==> src/rtl/i_cache_axi_rd_bridge_pkg.sv <==
// Shared AXI constants, FSM encoding and NOP instruction for the I-cache refill bridge.
package i_cache_axi_rd_bridge_pkg;

  localparam logic [1:0]  RESP_OKAY  = 2'b00;
  localparam logic [1:0]  BURST_INCR = 2'b01;
  localparam logic [2:0]  SIZE_4B    = 3'b010;
  localparam logic [31:0] NOP_INSN   = 32'h0000_0013;

  typedef enum logic [4:0] {
    S_IDLE  = 5'b00001,
    S_AR    = 5'b00010,
    S_R     = 5'b00100,
    S_RESP  = 5'b01000,
    S_DRAIN = 5'b10000
  } state_t;

endpackage

==> src/rtl/i_cache_axi_rd_bridge.sv <==
// I-cache refill responder: one single-beat AXI4 read per request, returns the addressed 32-bit word.
// All outputs registered; one outstanding transaction; an abandoned request still completes on AXI.
module i_cache_axi_rd_bridge
  import i_cache_axi_rd_bridge_pkg::*;
#(
  parameter int ADDR_W = 64,
  parameter int DATA_W = 64,
  parameter int ID_W   = 4,
  parameter int AXI_ID = 0
) (
  input  logic              clk,
  input  logic              rst,
  input  logic              cache_read_ena,
  input  logic [ADDR_W-1:0] cache_addr,
  output logic [31:0]       cache_or_data,
  output logic              cache_in_ok,
  output logic              cache_rd_err,
  output logic              axi_ar_valid,
  input  logic              axi_ar_ready,
  output logic [ADDR_W-1:0] axi_ar_addr,
  output logic [ID_W-1:0]   axi_ar_id,
  output logic [7:0]        axi_ar_len,
  output logic [2:0]        axi_ar_size,
  output logic [1:0]        axi_ar_burst,
  input  logic              axi_r_valid,
  output logic              axi_r_ready,
  input  logic [DATA_W-1:0] axi_r_data,
  input  logic [1:0]        axi_r_resp,
  input  logic              axi_r_last,
  input  logic [ID_W-1:0]   axi_r_id
);

  localparam logic [ID_W-1:0] ARID = ID_W'(AXI_ID);

  state_t            state_q, state_d;
  logic [ADDR_W-1:0] addr_q, addr_d;
  logic [31:0]       data_q, data_d;
  logic              ar_valid_q, ar_valid_d;
  logic              r_ready_q, r_ready_d;
  logic              in_ok_q, in_ok_d;
  logic              rd_err_q, rd_err_d;
  logic              err_q, err_d;
  logic              abort_q, abort_d;
  logic              abort_now;
  logic              beat;
  logic              resp_err;
  logic [31:0]       word;
  logic              unused_ok;

  assign abort_now = abort_q | ~cache_read_ena;
  assign beat      = axi_r_valid & r_ready_q & (axi_r_id == ARID);
  assign resp_err  = (axi_r_resp != RESP_OKAY);
  assign word      = addr_q[2] ? axi_r_data[63:32] : axi_r_data[31:0];
  assign unused_ok = ^addr_q[1:0];

  always_comb begin
    state_d    = state_q;
    addr_d     = addr_q;
    data_d     = data_q;
    ar_valid_d = ar_valid_q;
    r_ready_d  = r_ready_q;
    in_ok_d    = 1'b0;
    rd_err_d   = 1'b0;
    err_d      = err_q;
    abort_d    = abort_q;
    case (state_q)
      S_IDLE: begin
        // in_ok_q still high means the requester has not yet seen the previous word
        if (cache_read_ena && !in_ok_q) begin
          addr_d     = cache_addr;
          ar_valid_d = 1'b1;
          abort_d    = 1'b0;
          state_d    = S_AR;
        end
      end
      S_AR: begin
        if (!cache_read_ena) abort_d = 1'b1;
        if (axi_ar_ready) begin
          ar_valid_d = 1'b0;
          r_ready_d  = 1'b1;
          state_d    = S_R;
        end
      end
      S_R: begin
        if (!cache_read_ena) abort_d = 1'b1;
        if (beat) begin
          data_d = resp_err ? NOP_INSN : word;
          err_d  = resp_err;
          if (axi_r_last) begin
            r_ready_d = 1'b0;
            abort_d   = 1'b0;
            state_d   = abort_now ? S_IDLE : S_RESP;
          end else begin
            state_d = S_DRAIN;
          end
        end
      end
      S_DRAIN: begin
        if (!cache_read_ena) abort_d = 1'b1;
        if (axi_r_valid && r_ready_q && axi_r_last) begin
          r_ready_d = 1'b0;
          abort_d   = 1'b0;
          state_d   = abort_now ? S_IDLE : S_RESP;
        end
      end
      S_RESP: begin
        in_ok_d  = 1'b1;
        rd_err_d = err_q;
        abort_d  = 1'b0;
        state_d  = S_IDLE;
      end
      default: state_d = S_IDLE;
    endcase
  end

  always_ff @(posedge clk or negedge rst) begin
    if (!rst) begin
      state_q    <= S_IDLE;
      addr_q     <= '0;
      data_q     <= '0;
      ar_valid_q <= 1'b0;
      r_ready_q  <= 1'b0;
      in_ok_q    <= 1'b0;
      rd_err_q   <= 1'b0;
      err_q      <= 1'b0;
      abort_q    <= 1'b0;
    end else begin
      state_q    <= state_d;
      addr_q     <= addr_d;
      data_q     <= data_d;
      ar_valid_q <= ar_valid_d;
      r_ready_q  <= r_ready_d;
      in_ok_q    <= in_ok_d;
      rd_err_q   <= rd_err_d;
      err_q      <= err_d;
      abort_q    <= abort_d;
    end
  end

  assign cache_or_data = data_q;
  assign cache_in_ok   = in_ok_q;
  assign cache_rd_err  = rd_err_q;
  assign axi_ar_valid  = ar_valid_q;
  assign axi_ar_addr   = {addr_q[ADDR_W-1:2], 2'b00};
  assign axi_ar_id     = ARID;
  assign axi_ar_len    = 8'd0;
  assign axi_ar_size   = SIZE_4B;
  assign axi_ar_burst  = BURST_INCR;
  assign axi_r_ready   = r_ready_q;

endmodule

==> config.mk <==
export PLATFORM = sky130hd
export DESIGN_NAME = i_cache_axi_rd_bridge
export DESIGN_NICKNAME = d
export VERILOG_FILES = /design/src/rtl/i_cache_axi_rd_bridge_pkg.sv /design/src/rtl/i_cache_axi_rd_bridge.sv
export SDC_FILE = /design/constraint.sdc
export NUM_CORES = 1
export LEC_CHECK = 0
export BUFFER_PORTS_ARGS = -buffer_cell sky130_fd_sc_hd__buf_2
export CAP_MARGIN = 20
export CELL_PAD_IN_SITES_DETAIL_PLACEMENT = 2
export CELL_PAD_IN_SITES_GLOBAL_PLACEMENT = 2
export CORE_MARGIN = 3
export CORE_UTILIZATION = 24
export DETAILED_ROUTE_END_ITERATION = 10
export GPL_TIMING_DRIVEN = 1
export HOLD_SLACK_MARGIN = 0.06
export PLACE_DENSITY = 0.83
export REMOVE_ABC_BUFFERS = 1
export SLEW_MARGIN = 5
export SYNTH_ARGS = -nofsm -noshare
export SYNTH_HDL_FRONTEND = slang
export SYNTH_SLANG_ARGS = --single-unit
==> constraint.sdc <==
create_clock -name clk -period 2.1 [get_ports clk]
set_input_delay 0.315 -clock clk [delete_from_list [all_inputs] [get_ports clk]]
set_output_delay 0.315 -clock clk [all_outputs]
set_load 0.01 [all_outputs]
==> results.json, run 1 <==
{
  "rsz0062_at_grt": "false",
  "chipWidth_um": 146,
  "drive_gt1_share_pct": 59.8,
  "placed_area_mm2": 0.00615,
  "relSlewSlack_pct": 49.0,
  "die_h_um": 146,
  "critPathLaunchType": "flip-flop",
  "clkSinkCount": 105,
  "final_cell_mix": "234 x buf_2, 103 x dfrtp_1, 65 x mux2_2",
  "clock_latency_ns": 0.35,
  "max_freq_ghz": 0.520,
  "grt_start_max_net_pins": 67,
  "port_buffers": 235,
  "yosysWarnings": 0,
  "cts-root-buf": "clkbuf_16",
  "vias": 3740,
  "layout_commonest_cell": "buf_2",
  "period_share_pct": 91.6,
  "via_per_inst": 4.27,
  "crit_chain": "nor2_2 -> nand3_1 -> or2_1 -> or3_2 -> buf_4 -> o22a_1",
  "fin_nets": 750,
  "drt_iter0_drc": 66,
  "synthArstFlopShare_pct": 100,
  "grt_overflow": 0,
  "final.setup.worst_slack_ns": 0.177,
  "synth_xor_area_share_pct": 0.374,
  "cp_slowest_stage_delay_ns": 0.44,
  "dp_worst_setup_slack_ns": -0.0568,
  "ys_types": 36,
  "ant_nets": 0,
  "critical_path_class": "flip-flop to flip-flop",
  "period_needed_ns": 1.92,
  "leakage_nw": 3.30,
  "postSynthAreaPerCell_um2": 12.6,
  "min_path_type": "input pin to flip-flop",
  "start_util_pct": 24.7,
  "p_per_area_mw_per_mm2": 1250,
  "ys_seq_elements": 105,
  "cap_violations": 0,
  "syn_to_final_growth_pct": 37.9,
  "synth_compound_area_share_pct": 9.24,
  "die-area_mm2": 0.0212,
  "drtPass1Iterations": 4,
  "finalSetupViolations": 0,
  "place_congestion": 0.788,
  "path_max_fanout": 10,
  "grt_pass1_wl_mm": 24.5,
  "maxSlewViolCount": 0,
  "ioPinCount": 257,
  "synth_top_family_by_area": "multiplexers",
  "end_kind": "flip-flop",
  "antenna_cells": 0,
  "cts_tree": "done",
  "synth_area_mm2": 0.00469,
  "fp.coreArea_mm2": 0.0190,
  "synth-simple-area-share_pct": 6.78,
  "dp_hpwl_mm": 12.2,
  "whs_ns": 0.190,
  "stdcell_area_mm2": 0.00646,
  "ys.flop_type": "dfrtp_1",
  "drt-total-wl_mm": 15.3,
  "first_global_vias": 4394,
  "path_clk_slew_ns": 0.08,
  "synth_mux_area_share_pct": 21.8,
  "crit_slowest_cell": "or3_2",
  "cp_data_arrival_time_ns": 2.16,
  "status": "finished clean",
  "skew_ns": 0.00804,
  "peakVddDrop_mv": 0.477,
  "cp.required_ns": 2.34,
  "fin_total_pwr_w": 0.00810,
  "remaining_drc_errors": 0,
  "grt_usage_pct": 14.4,
  "antenna_found_initial": 3,
  "cts-htree-levels": 3,
  "tightest_slew_ns": 0.764,
  "cts_buffers": 9,
  "postCtsSetupBuffers": 0,
  "synth-seq-area-share_pct": 56.1,
  "wl_per_cell_um": 17.5,
  "hold_viol": 0,
  "synth-adder-area-share_pct": 0,
  "synthCells": 372,
  "synth-edff-count": 0,
  "cts.path.max_buffers": 2,
  "fp-row-count": 50
}
==> power breakdown <==
group / internal [W] / total [W] / switching (W) / leakage [nW]
registers: 0.00274 / 0.00323 / 0.000489 / 1.31
clock network: 0.000871 / 0.00171 / 0.000844 / 0.145
logic: 0.00161 / 0.00316 / 0.00155 / 1.85
total: 0.00522 / 0.00810 / 0.00288 / 3.30
==> repair_timing <==
action,CTS,global route
hold buffers,1,0
endpoints found under the setup margin,0,23
gates resized for setup,0,3
endpoints found under the hold margin,11,0
==> Yosys cell counts, types with 2 or more instances <==
| cell | number | share of area, % |
|---|---|---|
| o22a_1 | 3 | 0.56 |
| dfrtp_1 | 104 | 56 |
| buf_6 | 3 | 0.72 |
| nand2b_1 | 3 | 0.40 |
| clkbuf_1 | 16 | 1.3 |
| nand3_1 | 6 | 0.64 |
| nor2_1 | 12 | 0.96 |
| nor3_1 | 2 | 0.21 |
| buf_2 | 3 | 0.32 |
| o21ai_0 | 8 | 0.85 |
| o21ai_2 | 29 | 5.4 |
| nor2b_1 | 4 | 0.53 |
| a21oi_1 | 11 | 1.2 |
| mux2_2 | 65 | 16 |
| conb_1 | 2 | 0.16 |
| or3_1 | 2 | 0.27 |
| nand2_1 | 33 | 2.6 |
| mux2i_1 | 29 | 6.2 |
| buf_4 | 19 | 3.0 |
| inv_1 | 2 | 0.16 |
==> metrics by stage <==
stage | std cells | setup TNS [ns] | util (%)
2_1_floorplan | 348 | -87.75 | -
3_3_place_gp | 858 | 0 | 32.4
3_5_place_dp | 858 | -0.511 | 32.4
4_1_cts | 875 | 0 | 34.1
5_1_grt | 875 | 0 | 34.1
6_report | 875 | 0 | 34.1
==> critical path: cells and delay by family, from the launching register on <==
kind                   cells  cell delay (ns)
flip-flops                 1             0.40
AND/OR/NAND/NOR            4             1.01
AO/OA/AOI/OAI              1             0.19
buffers and inverters      1             0.21
==> final cells by class <==
cell class              count  area (um2)
multi-input cells         241        1870
fillers                  2095       12500
well taps                 260         325
flip-flops and latches    105        2630
inverters                   2        7.51
repair buffers            251        1330
clock inverters             6        58.8
clock buffers              10         239
==> path summary, 6_finish.rpt <==
kind | startpoint | to | slack (ns) | depth (start not counted)
setup reg to reg | state_q[3]$_DFFE_PN0P_ | cache_or_data[0]$_DFFE_PN0P_ | 0.18 | 6
setup / recovery | state_q[3]$_DFFE_PN0P_ | cache_or_data[0]$_DFFE_PN0P_ | 0.18 | 6
hold / removal | cache_addr[39] | addr_q[39]$_DFFE_PN0P_ | 0.19 | 2
max in group asynchronous | rst | addr_q[2]$_DFFE_PN0P_ | 1.08 | 3
hold reg to reg | cache_or_data[23]$_DFFE_PN0P_ | cache_or_data[23]$_DFFE_PN0P_ | 0.48 | 2
min in group asynchronous | rst | cache_or_data[24]$_DFFE_PN0P_ | 0.37 | 2
==> cell families after synthesis <==
| family | Yosys count |
|---|---|
| AO/OA/AOI/OAI | 58 |
| other | 2 |
| buffers and inverters | 43 |
| flip-flops | 105 |
| multiplexers | 94 |
| XOR/XNOR | 2 |
| AND/OR/NAND/NOR | 68 |
==> sequential cells by signal, summed over array words and instances, names as in the netlist <==
name and flops:
addr_q 62, cache_or_data 32, state_q 5, abort_q 1, axi_ar_valid 1, axi_r_ready 1, cache_in_ok 1, cache_rd_err 1
err_q 1
==> metal layers <==
layer  global-route usage (%)  routed length (um)  up-vias
li1                         -                   -     1740
met5                        0                  47        -
met2                     27.3                8540      132
met1                     15.5                5550     1839
met4                     5.03                 291        6
met3                     3.58                 843       23
Note: power is estimated with default switching activity, not from simulation.
==> inputs of run 2 (changes only) <==
--- a/config.mk
+++ b/config.mk
@@ -9,7 +9,7 @@
 export CAP_MARGIN = 20
 export CELL_PAD_IN_SITES_DETAIL_PLACEMENT = 2
 export CELL_PAD_IN_SITES_GLOBAL_PLACEMENT = 2
-export CORE_MARGIN = 3
+export CORE_MARGIN = 4
 export CORE_UTILIZATION = 24
 export DETAILED_ROUTE_END_ITERATION = 10
 export GPL_TIMING_DRIVEN = 1
==> results.json, run 2 (synthesis results as in run 1) <==
{
  "postCtsSetupBuffers": 0,
  "final_cell_mix": "234 x buf_2, 103 x dfrtp_1, 65 x mux2_2",
  "clkSinkCount": 105,
  "grt_overflow": 0,
  "fp-row-count": 50,
  "antenna_found_initial": 0,
  "cp_data_arrival_time_ns": 2.19,
  "start_util_pct": 24.7,
  "ioPinCount": 257,
  "leakage_nw": 3.32,
  "p_int_w": 0.00520,
  "min_path_type": "input pin to flip-flop",
  "finalSetupViolations": 0,
  "cts_buffers": 9,
  "power_frac_comb_pct": 39.8,
  "max_freq_ghz": 0.513,
  "via_per_inst": 4.25,
  "status": "finished clean",
  "p_clk_share_pct": 20.6,
  "critPathLaunchType": "flip-flop",
  "period_share_pct": 92.9,
  "cts-htree-levels": 3,
  "peakVddDrop_mv": 0.442,
  "cap_violations": 0,
  "first_global_vias": 4436,
  "r2r_setup_slack_ns": 0.15,
  "cp.required_ns": 2.34,
  "clock_latency_ns": 0.35,
  "skew_ns": 0.0139,
  "path_max_fanout": 18,
  "die-area_mm2": 0.0218,
  "grt_usage_pct": 13.7,
  "fp.coreArea_mm2": 0.0190,
  "placed_area_mm2": 0.00619,
  "port_buffers": 235,
  "stdcell_area_mm2": 0.00649,
  "fin_nets": 752,
  "hold_viol": 0,
  "chipWidth_um": 148,
  "drt_iter0_drc": 99,
  "drt-total-wl_mm": 15.1,
  "cts_tree": "done",
  "multi_input_area_mm2": 0.00187,
  "p_switching_w": 0.00287,
  "power_frac_seq_pct": 39.6,
  "largest_reg_flops": 62,
  "path_clk_slew_ns": 0.08,
  "rsz0062_at_grt": "false",
  "relSlewSlack_pct": 56.9,
  "finalCoreUtilization_pct": 34.2,
  "maxSlewViolCount": 0,
  "dp_hpwl_mm": 12.3,
  "n_fill_cell": 2098,
  "cts-root-buf": "clkbuf_16",
  "ff_latch_area_mm2": 0.00263,
  "tightest_slew_ns": 0.647,
  "antenna_cells": 0,
  "remaining_drc_errors": 0,
  "layout_commonest_cell": "buf_2",
  "place_inst": 860,
  "die_h_um": 148,
  "final_cells": 877,
  "wl_per_cell_um": 17.3,
  "cts.path.max_buffers": 2,
  "period_needed_ns": 1.95,
  "p_per_area_mw_per_mm2": 1240,
  "place_congestion": 0.829,
  "critical_path_class": "flip-flop to flip-flop",
  "end_kind": "flip-flop",
  "vias": 3728,
  "drive_gt1_share_pct": 59.6,
  "fin_total_pwr_w": 0.00806,
  "top_register": "addr_q",
  "swShare_pct": 35.6,
  "syn_to_final_growth_pct": 38.4,
  "ant_nets": 0,
  "grt_start_max_net_pins": 63,
  "drtPass1Iterations": 4,
  "grt_pass1_wl_mm": 23.9
}
run 2: what timing repair did:
action                     4_1_cts  5_1_grt
resized for setup                0        1
setup endpoints to repair        0       10
hold buffers                     1        0
hold endpoints to repair        28        0
run 2: critical path, cell delays in order, from the launching register on:
cell     delay (ns)
dfrtp_1        0.39
nor2_1         0.19
nand3_1        0.13
or2_1          0.27
or3_2          0.48
buf_12         0.19
o22a_1         0.19
run 2: path summary, 6_finish.rpt:
kind,start,end,cells past startpoint
setup / recovery,state_q[4]$_DFFE_PN0P_,cache_or_data[1]$_DFFE_PN0P_,6
hold / removal,cache_addr[24],addr_q[24]$_DFFE_PN0P_,2
setup reg to reg,state_q[4]$_DFFE_PN0P_,cache_or_data[1]$_DFFE_PN0P_,6
hold reg to reg,cache_or_data[25]$_DFFE_PN0P_,cache_or_data[25]$_DFFE_PN0P_,2
max in group asynchronous,rst,addr_q[55]$_DFFE_PN0P_,3
min in group asynchronous,rst,cache_in_ok$_DFF_PN0_,2
run 2: power by group through the flow:
stage               clock (W)  combinational, W  sequential (W)
floorplan                   0           0.00150         0.00357
global placement            0           0.00310         0.00317
finish                0.00166           0.00321         0.00320
global route          0.00184           0.00349         0.00329
CTS                   0.00174           0.00328         0.00321
detailed placement          0           0.00327         0.00324
run 2: cell type report:
cell class              count  area share, %
multi-input cells         241           28.8
clock inverters             6          0.887
repair buffers            253           21.1
clock buffers              10           3.53
flip-flops and latches    105           40.5
inverters                   2          0.116
well taps                 260           5.02
run 2: per-layer routing:
layer	track usage [%]	part of all wire [%]	up-vias	wire length, um
met3	3.43	6.3	17	956
met2	26.0	55	135	8330
li1	-	-	1735	-
met5	0	0	-	0
met1	14.7	37	1841	5590
met4	4.29	1.7	0	259
run 2: through the flow:
stage          setup WS, ns  TNS (ns)  hold slack (ns)
6_report              0.149         0            0.188
5_1_grt             0.00632         0            0.177
4_1_cts              0.0805         0            0.168
3_5_place_dp        -0.0429    -0.151            0.295
3_3_place_gp        0.00648         0            0.287
2_1_floorplan         -1.07    -87.75           0.0194
